===== src/rtl/adc_serial_responder_pkg.sv =====
// Shared types and constants for the serial ADC responder: source modes,
// LFSR definition, default frame geometry and the frame-state enumeration.
package adc_serial_responder_pkg;

  localparam int unsigned DEF_LEAD_ZEROS = 4;
  localparam int unsigned DEF_DATA_W     = 12;

  typedef enum logic [1:0] {
    MODE_FIXED = 2'd0,
    MODE_RAMP  = 2'd1,
    MODE_ALT   = 2'd2,
    MODE_LFSR  = 2'd3
  } mode_e;

  typedef enum logic [1:0] {
    IDLE  = 2'd0,
    SHIFT = 2'd1,
    DONE  = 2'd2
  } frame_state_e;

  // x^12 + x^6 + x^4 + x + 1 -> taps on bits 11, 5, 3, 0
  localparam int unsigned      LFSR_W    = 12;
  localparam logic [LFSR_W-1:0] LFSR_TAPS = 12'h829;
  localparam logic [LFSR_W-1:0] LFSR_SEED = 12'h001;

  function automatic logic [LFSR_W-1:0] lfsr_next(input logic [LFSR_W-1:0] s);
    return {s[LFSR_W-2:0], ^(s & LFSR_TAPS)};
  endfunction

endpackage


===== src/rtl/adc_serial_responder_sync_edge_det.sv =====
// Multi-flop synchronizer for an asynchronous pin followed by a one-flop
// edge detector producing single-cycle rise/fall pulses.
module sync_edge_det #(
  parameter int unsigned STAGES = 2
) (
  input  logic clk,
  input  logic rst_n,
  input  logic din,
  output logic rise,
  output logic fall
);

  logic [STAGES-1:0] sync_q, sync_d;
  logic              prev_q, prev_d;
  logic              level;

  always_comb begin
    sync_d    = sync_q << 1;
    sync_d[0] = din;
    level     = sync_q[STAGES-1];
    prev_d    = level;
    rise      = level & ~prev_q;
    fall      = ~level & prev_q;
  end

  always_ff @(posedge clk or negedge rst_n) begin
    if (!rst_n) begin
      sync_q <= '0;
      prev_q <= 1'b0;
    end else begin
      sync_q <= sync_d;
      prev_q <= prev_d;
    end
  end

endmodule


===== src/rtl/adc_serial_responder.sv =====
// Emulates a 12-bit serial ADC: answers CS/CLK bursts from the acquisition
// controller with {leading zeros, sample} MSB first on sdoAdc.
module adc_serial_responder
  import adc_serial_responder_pkg::*;
#(
  parameter int unsigned LEAD_ZEROS  = DEF_LEAD_ZEROS,
  parameter int unsigned DATA_W      = DEF_DATA_W,
  parameter int unsigned SYNC_STAGES = 2
) (
  input  logic              clk,
  input  logic              resetN,
  input  logic              csAdc,
  input  logic              clkAdc,
  input  logic [1:0]        mode,
  input  logic [DATA_W-1:0] patWord,
  output logic              sdoAdc,
  output logic              sdoEn,
  output logic              busy,
  output logic [15:0]       frameCount,
  output logic              abortFlag
);

  localparam int unsigned N  = LEAD_ZEROS + DATA_W;
  localparam int unsigned CW = $clog2(N + 1);

  logic cs_rise, cs_fall, clk_fall, unused_clk_rise;

  sync_edge_det #(.STAGES(SYNC_STAGES)) u_cs_sync (
    .clk   (clk),
    .rst_n (resetN),
    .din   (csAdc),
    .rise  (cs_rise),
    .fall  (cs_fall)
  );

  sync_edge_det #(.STAGES(SYNC_STAGES)) u_clk_sync (
    .clk   (clk),
    .rst_n (resetN),
    .din   (clkAdc),
    .rise  (unused_clk_rise),
    .fall  (clk_fall)
  );

  frame_state_e      state_q, state_d;
  logic [N-1:0]      shreg_q, shreg_d;
  logic [CW-1:0]     bit_cnt_q, bit_cnt_d;
  logic              sdo_q, sdo_d;
  logic              sdo_en_q, sdo_en_d;
  logic              busy_q, busy_d;
  logic [15:0]       frame_cnt_q, frame_cnt_d;
  logic              abort_q, abort_d;
  logic [DATA_W-1:0] ramp_q, ramp_d;
  logic              phase_q, phase_d;
  logic [LFSR_W-1:0] lfsr_q, lfsr_d;
  mode_e             fmode_q, fmode_d;
  logic [DATA_W-1:0] sample;
  logic              last_fall;

  assign last_fall = clk_fall && (bit_cnt_q == CW'(N));

  always_ff @(posedge clk or negedge resetN) begin
    if (!resetN) state_q <= IDLE;
    else         state_q <= state_d;
  end

  always_comb begin
    state_d = state_q;
    unique case (state_q)
      IDLE:    if (cs_fall) state_d = SHIFT;
      SHIFT:   if (cs_rise) state_d = IDLE;
               else if (last_fall) state_d = DONE;
      DONE:    if (cs_rise) state_d = IDLE;
      default: state_d = IDLE;
    endcase
  end

  always_comb begin
    unique case (mode_e'(mode))
      MODE_RAMP: sample = ramp_q;
      MODE_ALT:  sample = phase_q ? ~patWord : patWord;
      MODE_LFSR: sample = DATA_W'(lfsr_q);
      default:   sample = patWord;
    endcase
  end

  // Clock edges are only acted on in SHIFT, so a clkAdc fall coincident
  // with the CS fall (seen in IDLE) is dropped without extra logic.
  always_comb begin
    shreg_d     = shreg_q;
    bit_cnt_d   = bit_cnt_q;
    sdo_d       = sdo_q;
    sdo_en_d    = sdo_en_q;
    busy_d      = busy_q;
    frame_cnt_d = frame_cnt_q;
    abort_d     = abort_q;
    ramp_d      = ramp_q;
    phase_d     = phase_q;
    lfsr_d      = lfsr_q;
    fmode_d     = fmode_q;
    unique case (state_q)
      IDLE: begin
        if (cs_fall) begin
          shreg_d   = N'(sample);
          sdo_d     = shreg_d[N-1];
          bit_cnt_d = CW'(1);
          busy_d    = 1'b1;
          sdo_en_d  = 1'b1;
          fmode_d   = mode_e'(mode);
        end
      end
      SHIFT: begin
        if (cs_rise) begin
          abort_d  = 1'b1;
          busy_d   = 1'b0;
          sdo_en_d = 1'b0;
          sdo_d    = 1'b0;
        end else if (last_fall) begin
          sdo_en_d    = 1'b0;
          sdo_d       = 1'b0;
          frame_cnt_d = frame_cnt_q + 16'd1;
          unique case (fmode_q)
            MODE_RAMP: ramp_d  = ramp_q + 1'b1;
            MODE_ALT:  phase_d = ~phase_q;
            MODE_LFSR: lfsr_d  = lfsr_next(lfsr_q);
            default:   ;
          endcase
        end else if (clk_fall) begin
          shreg_d   = shreg_q << 1;
          sdo_d     = shreg_d[N-1];
          bit_cnt_d = bit_cnt_q + 1'b1;
        end
      end
      DONE: begin
        if (cs_rise) busy_d = 1'b0;
      end
      default: ;
    endcase
  end

  always_ff @(posedge clk or negedge resetN) begin
    if (!resetN) begin
      shreg_q     <= '0;
      bit_cnt_q   <= '0;
      sdo_q       <= 1'b0;
      sdo_en_q    <= 1'b0;
      busy_q      <= 1'b0;
      frame_cnt_q <= '0;
      abort_q     <= 1'b0;
      ramp_q      <= '0;
      phase_q     <= 1'b0;
      lfsr_q      <= LFSR_SEED;
      fmode_q     <= MODE_FIXED;
    end else begin
      shreg_q     <= shreg_d;
      bit_cnt_q   <= bit_cnt_d;
      sdo_q       <= sdo_d;
      sdo_en_q    <= sdo_en_d;
      busy_q      <= busy_d;
      frame_cnt_q <= frame_cnt_d;
      abort_q     <= abort_d;
      ramp_q      <= ramp_d;
      phase_q     <= phase_d;
      lfsr_q      <= lfsr_d;
      fmode_q     <= fmode_d;
    end
  end

  assign sdoAdc     = sdo_q;
  assign sdoEn      = sdo_en_q;
  assign busy       = busy_q;
  assign frameCount = frame_cnt_q;
  assign abortFlag  = abort_q;

endmodule

===== config.mk =====
export PLATFORM = sky130hd
export DESIGN_NAME = adc_serial_responder
export DESIGN_NICKNAME = d
export VERILOG_FILES = /design/src/rtl/adc_serial_responder_pkg.sv /design/src/rtl/adc_serial_responder_sync_edge_det.sv /design/src/rtl/adc_serial_responder.sv
export SDC_FILE = /design/constraint.sdc
export NUM_CORES = 1
export LEC_CHECK = 0
export ABC_AREA = 1
export CORE_MARGIN = 2
export CORE_UTILIZATION = 55
export CTS_CLUSTER_SIZE = 25
export DETAILED_ROUTE_END_ITERATION = 6
export PLACE_DENSITY = 0.77
export SYNTH_ARGS = -nofsm -noshare
export SYNTH_HDL_FRONTEND = slang
export SYNTH_SLANG_ARGS = --single-unit

===== constraint.sdc =====
create_clock -name clk -period 2.1 [get_ports clk]
set_input_delay 0.21 -clock clk [delete_from_list [all_inputs] [get_ports clk]]
set_output_delay 0.21 -clock clk [all_outputs]
set_load 0.02 [all_outputs]

# --- Yosys cells after proc, flatten, opt, wreduce, memory -nomap -nowiden ---
# Cells that the tools add are included.
classes:
  add_sub_neg: 3
  n_eq_ne: 17
  mux: 28
  bitwise: 9
  n_reduce_logical: 17
op_table:
  columns: ["cell", "n"]
  rows:
  - ["2-to-1 mux 15 bit", 4]
  - ["one-hot mux 12 bit (3 select lines)", 1]
  - ["one-hot mux 15 bit (2 select lines)", 1]
  - ["2-to-1 mux 5 bit", 4]
  - ["adder 16 x 1 -> 16 bit, second input constant", 1]
  - ["AND reduction 3 bit", 5]
  - ["adder 12 x 1 -> 12 bit, second input constant", 1]
  - ["2-to-1 mux 12 bit", 1]
  - ["NOT 12 bit", 1]
  - ["AND reduction 4 bit", 3]
  - ["parity 12 bit", 1]
  - ["== test 2 bit, second input constant", 5]
  - ["inequality test 2 bit, second input constant", 5]
  - ["one-hot mux 5 bit (2 select lines)", 1]
  - ["2-to-1 mux 1 bit", 8]
  - ["2-to-1 mux 2 bit", 4]
  - ["== test 2 x 1 -> 1 bit, second input constant", 3]
  - ["one-hot mux 1 bit (2 select lines)", 3]
  - ["one-hot mux 2 bit (3 select lines)", 1]
  - ["adder 5 x 1 -> 5 bit, second input constant", 1]
  - ["== test 5 bit, second input constant", 1]
  - ["NOT 1 bit", 5]
  - ["AND reduction 5 bit", 1]
  - ["inequality test 4 bit, second input constant", 1]
  - ["8 further kinds", 12]
totals:
  ff_bits: 75
  in_bits: 18
  out_inout_bits: 20
  elab_cells: 90

# --- Depth between registers and ports, before layout ---
# Gate-level depths: netlist of the first run.
logic_depth:
  ltp_word: 6
  mapped_depth: 11

# --- Hierarchy ---
# Synthesis of the first run repeated with hierarchy kept, for this count alone.
hier_totals:
  cells_unflattened: 592
  area_unflattened_um2: 4249.1
by_module_without_submodules:
  columns: ["module", "n_inst", "cells_per_inst", "area_per_inst_um2", "seq_area_each_um2"]
  rows:
  - ["adc_serial_responder", 1, 578, 4068.9, 1727.9]
  - ["sync_edge_det", 2, 7, 90.1, 75.1]

# --- Worst setup path after synthesis of the first run ---
# Ideal clock, no wire load.
synth_path:
  kind: "register to register"
  start: "register state_q[1]"
  end: "register shreg_q[10]"
  t_arrival_ps: 1404
  required_time_ps: 1983
  setup_slack_ps: 579
  stages_incl_launch_ff: 8
  path_cell_list: "dfrtp_1 -> inv_1 -> ha_1 -> inv_2 -> buf_2 -> or2_2 -> nand3_1 -> nand2_1"
synth_via:
  elab_chain_len: 3
synth_rtl:
  columns: ["item", "line", "rtl"]
  rows:
  - ["start, declared", "adc_serial_responder.sv:44", "frame_state_e state_q, state_d;"]
  - ["start signal, assigned", "adc_serial_responder.sv:63", "else state_q <= state_d;"]
  - ["== test 2 x 1 -> 1 bit / logical NOT 2 bit (equally long branches)", "adc_serial_responder.sv:100", "unique case (state_q)"]
  - ["inequality test 2 bit (no line) / nonzero test 2 bit (equally long branches)", null, null]
  - ["AND reduction 5 bit (no line)", null, null]
  - ["end signal, assigned", "adc_serial_responder.sv:154", "shreg_q <= shreg_d;"]
  - ["end, declared", "adc_serial_responder.sv:45", "logic [N-1:0] shreg_q, shreg_d;"]
# Several ways; a longest one is shown, not always the timed one.
# A chain may end at the register's enable or synchronous reset.

# --- Worst setup path after layout of the first run ---
layout_path:
  start: "register state_q[1]"
  end: "register shreg_q[4]"
# The elaborated chain is that of the path after synthesis.

==> results of run 1 <==
## cells in the mapped netlist, drive strengths merged
master	count
or2	10
nand4	18
a22oi	1
o21bai	1
xnor2	7
a21oi	2
nand2	237
xor2	11
dfstp	1
dfrtp	74
nor3	5
clkbuf	4
nand3b	1
mux2i	1
o211ai	1
ha	7
inv	62
nand3	69
o21ai	28
nor2	37
buf	15
## worst paths after layout
| kind | start | to | slack, ns | cells after the start |
|---|---|---|---|---|
| max in group asynchronous | resetN | shreg_q[1] | 1.18 | 3 |
| hold reg to reg | u_clk_sync.sync_q[0] | u_clk_sync.sync_q[1] | 0.36 | 0 |
| hold / removal | clkAdc | u_clk_sync.sync_q[0] | 0.29 | 1 |
| setup reg to reg | state_q[1] | shreg_q[4] | 0.26 | 6 |
| setup / recovery | state_q[1] | shreg_q[4] | 0.26 | 6 |
| min in group asynchronous | resetN | frameCount[11] | 0.35 | 2 |
## state kept, by name (all words and copies together), names as in the netlist
signal	flops
abortFlag	1
bit_cnt_q	5
busy	1
fmode_q	2
frameCount	16
lfsr_q	12
phase_q	1
ramp_q	12
sdoAdc	1
sdoEn	1
shreg_q	15
state_q	2
u_clk_sync.prev_q	1
u_clk_sync.sync_q	2
u_cs_sync.prev_q	1
u_cs_sync.sync_q	2
## stage by stage
step           instance area, sq um  setup slack (ns)
6_report                       5030             0.262
3_3_place_gp                   4790             0.331
4_1_cts                        5030             0.273
2_1_floorplan                  4330             0.579
5_1_grt                        5030            0.0672
3_5_place_dp                   4790             0.297
## power by group
part           switching [uW]  internal [uW]
Combinational             769            450
Clock                     583            714
Sequential                132           1660
## layer usage
metal / GRT usage [%] / part of all wire [%] / up-vias
met5: 0 / 0 / -
met1: 30.8 / 45 / 1765
met3: 4.64 / 5.1 / 16
met4: 8.58 / 2.0 / 0
met2: 39.2 / 48 / 99
li1: - / - / 1945
## layout make-up
cell class	instances	area share (%)
multi-input combinational	436	41.8
inverter	62	4.63
clock inverter	6	1.89
tap	102	2.54
sequential	75	37.3
clock buffer	10	2.74
timing repair buffer	47	9.10
## worst max-delay path: stages, from the launching register on
cell	delay, ns
dfrtp_1	0.41
inv_1	0.09
ha_1	0.39
o21ai_0	0.23
a21oi_4	0.43
nand3_1	0.14
nand2_1	0.09
## logic make-up (layout without fill, tap and decap cells)
family / Yosys count / in the layout / share of synthesized area [%]
compound gates: 33 / 33 / 4.59
xor+xnor: 18 / 18 / 3.64
fa+ha+maj: 7 / 7 / 2.02
buf+inv: 81 / 125 / 8.09
flops: 75 / 75 / 43.4
mux: 1 / 1 / 0.231
simple gates: 377 / 377 / 38.1
## timing repair
item,4_1_cts,5_1_grt
resized for setup,0,0
hold endpoints to repair,35,0
hold buffers,1,0
==> results.toml, run 1 <==
[run_status]
status = "finished clean"

[power]
powerDensity_nw_per_um2 = 857
p_leak_uw = 0.00242
p_total_uw = 4310
ir_worst_vdd_uv = 455

[detailed_routing]
routedWlPerCell_um = 12.6
wl_mm = 9.33
via_per_inst = 5.18
drtAntennaViolNets = 0
drc = 0
dr.pass1.iters = 4
vias = 3825
drt-initial-drc-count = 182

[logic_synthesis]
yosys.area.top_type = "dfrtp_1"
synth_top_area_share_pct = 42.8
ys_ff_latch = 75
syn-num-nets = 617
syn-instance-count = 592
yosysWarnings = 0
ys_top_cells_by_area = "dfrtp_1 (43%), nand2_1 (20%), nand3_1 (7.9%), inv_1 (5.1%), o21ai_0 (2.9%)"
syn_area_sq_um = 4330
syn_area_per_cell_sq_um = 7.31
synthDistinctLibCells = 36
seq_area_frac_synth_pct = 43.4

[clocking]
cts.sinks = 75
cts_buffer_depth = 2
path_clk_slew_ns = 0.09
clk_latency_ns = 0.35
cts_buffers = 9
cts_tree = "yes"
cts_setup_buffers = 0
h-tree-depth = 3
cts_root_buf = "clkbuf_8"

[sta]
tightest_slew_ns = 0.740
finalSetupViolations = 0
setup_tns_ns = 0
whs_ns = 0.293
period_minus_slack_ns = 1.84
hold_viol_final = 0
fmax_mhz = 544
rsz0062_at_grt = "false"
skew_ns = 0.0125
drv_slew = 0
slew_headroom_pct = 50.5
period_share_pct = 87.5

[die]
rows = 32
fp.dieW_um = 92.7
core_sq_um = 7690
initial_core_util_pct = 56.3
io_pins = 38
die_y_um = 92.7
dieArea_sq_um = 8600

[worst_setup_path]
end_kind = "flip-flop"
path_class = "reg2reg"
arrival_ns = 2.13
worstSetupStartpointType = "flip-flop"
path_max_fanout = 16
cp_data_required_time_ns = 2.39

[placement]
numPortBuffers = 37
place_inst = 721
gp_congestion = 0.841
dp_hpwl_mm = 6.69

[cells_and_area]
register_area_sq_um = 1880
area_growth_pct = 16.2
fin_cells = 738
fin_util_pct = 65.4
n_fill_cell = 668
layout_common_cells = "nand2_1 (233), dfrtp_1 (74), nand3_1 (68)"
antenna_cells = 0
drive_above_1_share_pct = 8.65
layout_commonest_cell = "nand2_1"
multi_input_area_sq_um = 2100
num-nets-final = 656

[global_route]
globalRouteTotalUtil_pct = 23.6
grt_pass1_wl_mm = 16.3
grt_pass1_vias = 3647
antenna_found_initial = 0
grt_max_degree = 40
grt_remaining_overflow = 0

[job]
maxCapViolCount = 0

[min_path]
hold_path_class = "in2reg"
Power figures use the tool's default switching activity.
==> run 2, diff against run 1 <==
- CORE_UTILIZATION: 55 -> 36
- PLACE_DENSITY: 0.77 -> unset
==> run 2 against run 1 <==
  * Sequential power is essentially flat
  * Fmax grew 0.60%
  * Final cell count grew 6.4%
  * Highest routed layer unchanged
==> results.toml, run 2 (synthesis results as in run 1) <==
[global_route]
top_usage_layer = "met2"
grt_pass1_wl_mm = 16.9
grt_remaining_overflow = 0
grt_use_met2_pct = 25.9
antenna_found_initial = 0
met1_usage_pct = 22.3
grt_pass1_vias = 3539
met3_usage_pct = 4.89
grt_max_degree = 41
globalRouteTotalUtil_pct = 16.6

[cells_and_area]
layout_commonest_cell = "nand2_1"
fin_util_pct = 43.4
num-nets-final = 658
layout_common_cells = "nand2_1 (233), dfrtp_1 (74), nand3_1 (68)"
largest_reg_flops = 16
antenna_cells = 0
area_growth_pct = 18.9
drive_above_1_share_pct = 8.93
stdcell_area_sq_um = 5150

[die]
core_sq_um = 11900
io_pins = 38
initial_core_util_pct = 36.5
dieArea_sq_um = 12900
die_y_um = 114
fp.dieW_um = 114
rows = 40

[detailed_routing]
via_per_inst = 4.85
dr.pass1.iters = 5
vias = 3811
drc = 0
wl_mm = 9.93
drt-initial-drc-count = 312
routedWlPerCell_um = 12.7
drtAntennaViolNets = 0

[min_path]
hp-start = "csAdc"
hold_path_class = "in2reg"
holdPathStages = 1
whs_endpoint = "u_cs_sync.sync_q[0]"

[clocking]
cts_buffers = 9
holdBufCountCts = 1
h-tree-depth = 3
cts_setup_buffers = 0
clk_latency_ns = 0.35
cts_tree = "yes"
cts_root_buf = "clkbuf_16"
post_cts_resized = 0
cts.sinks = 75
path_clk_slew_ns = 0.06
cts_buffer_depth = 2

[placement]
gp_congestion = 0.844
post-place-ws_ns = 0.278
place_area_sq_um = 4860
numPortBuffers = 37
dp_hpwl_mm = 7.07

[worst_setup_path]
rr_startpoint = "state_q[1]"
path_class = "reg2reg"
crit_path_start = "state_q[1]"
arrival_ns = 2.11
end_kind = "flip-flop"
worstSetupStartpointType = "flip-flop"
r2r_setup_slack_ns = 0.27
cp_data_required_time_ns = 2.38
path_max_fanout = 12
r2r_cells = 8
r2r-end = "bit_cnt_q[1]"

[run_status]
status = "finished clean"

[job]
maxCapViolCount = 0

[sta]
drv_slew = 0
setup_tns_ns = 0
finalWorstSetupSlack_ns = 0.273
period_share_pct = 87.0
fmax_mhz = 547
rsz0062_at_grt = "false"
slew_headroom_pct = 51.3
period_minus_slack_ns = 1.83
finalSetupViolations = 0
tightest_slew_ns = 0.727
hold_viol_final = 0
skew_ns = 0.00853

[power]
powerDensity_nw_per_um2 = 873
ir_worst_vdd_uv = 421
p_leak_uw = 0.00245
[run 2: changes by cell type in the layout (fill, tap and decap cells not counted), moves of 2 or more]
cell        previous run  this run
buf_4                  9        11
bufinv_16              2         0
clkbuf_16              0         9
clkbuf_8              10         1
clkinv_2               0         2
clkinvlp_4             0         3
inv_6                  2         0
[run 2: area by class of cell]
| type | count | area [sq um] |
|---|---|---|
| Clock buffer | 10 | 239 |
| Timing Repair Buffer | 49 | 473 |
| Inverter | 62 | 233 |
| Fill cell | 1205 | 6710 |
| Sequential cell | 75 | 1880 |
| Clock inverter | 6 | 41.3 |
| Multi-Input combinational cell | 436 | 2100 |
| Tap cell | 147 | 184 |
[run 2: worst max path at each step]
stage	slack (ns)	depth (start not counted)	endpoint
finish	0.27	8	bit_cnt_q[1]
global route	0.11	9	shreg_q[9]
CTS	0.27	8	bit_cnt_q[1]
detailed placement	0.28	7	bit_cnt_q[0]
global placement	0.37	7	bit_cnt_q[0]
floorplan	0.58	7	shreg_q[10]
[run 2: power breakdown]
| part | switching (uW) | internal, uW | total [uW] |
|---|---|---|---|
| sequential | 125 | 1670 | 1790 |
| clock | 642 | 830 | 1470 |
| combinational | 780 | 452 | 1230 |
[run 2: layer usage]
metal / routed length [um] / vias up
met2: 4600 / 84
met1: 4690 / 1772
met4: 123 / 0
met3: 527 / 8
met5: 0 / -
li1: - / 1947
[run 2: metrics by stage]
stage,power [uW],std cells,hold WS [ns]
5_1_grt,4790,785,0.315
3_5_place_dp,3040,768,0.213
2_1_floorplan,2730,592,-0.0856
6_report,4490,785,0.326
4_1_cts,4550,785,0.313
3_3_place_gp,3010,768,0.213
[run 2: critical path: stages (launching register included)]
cell,delay [ns]
dfrtp_1,0.40
inv_1,0.09
ha_1,0.36
inv_2,0.20
o21ai_4,0.24
nand2_1,0.15
nor2_4,0.17
nand2_1,0.09
o21ai_2,0.05
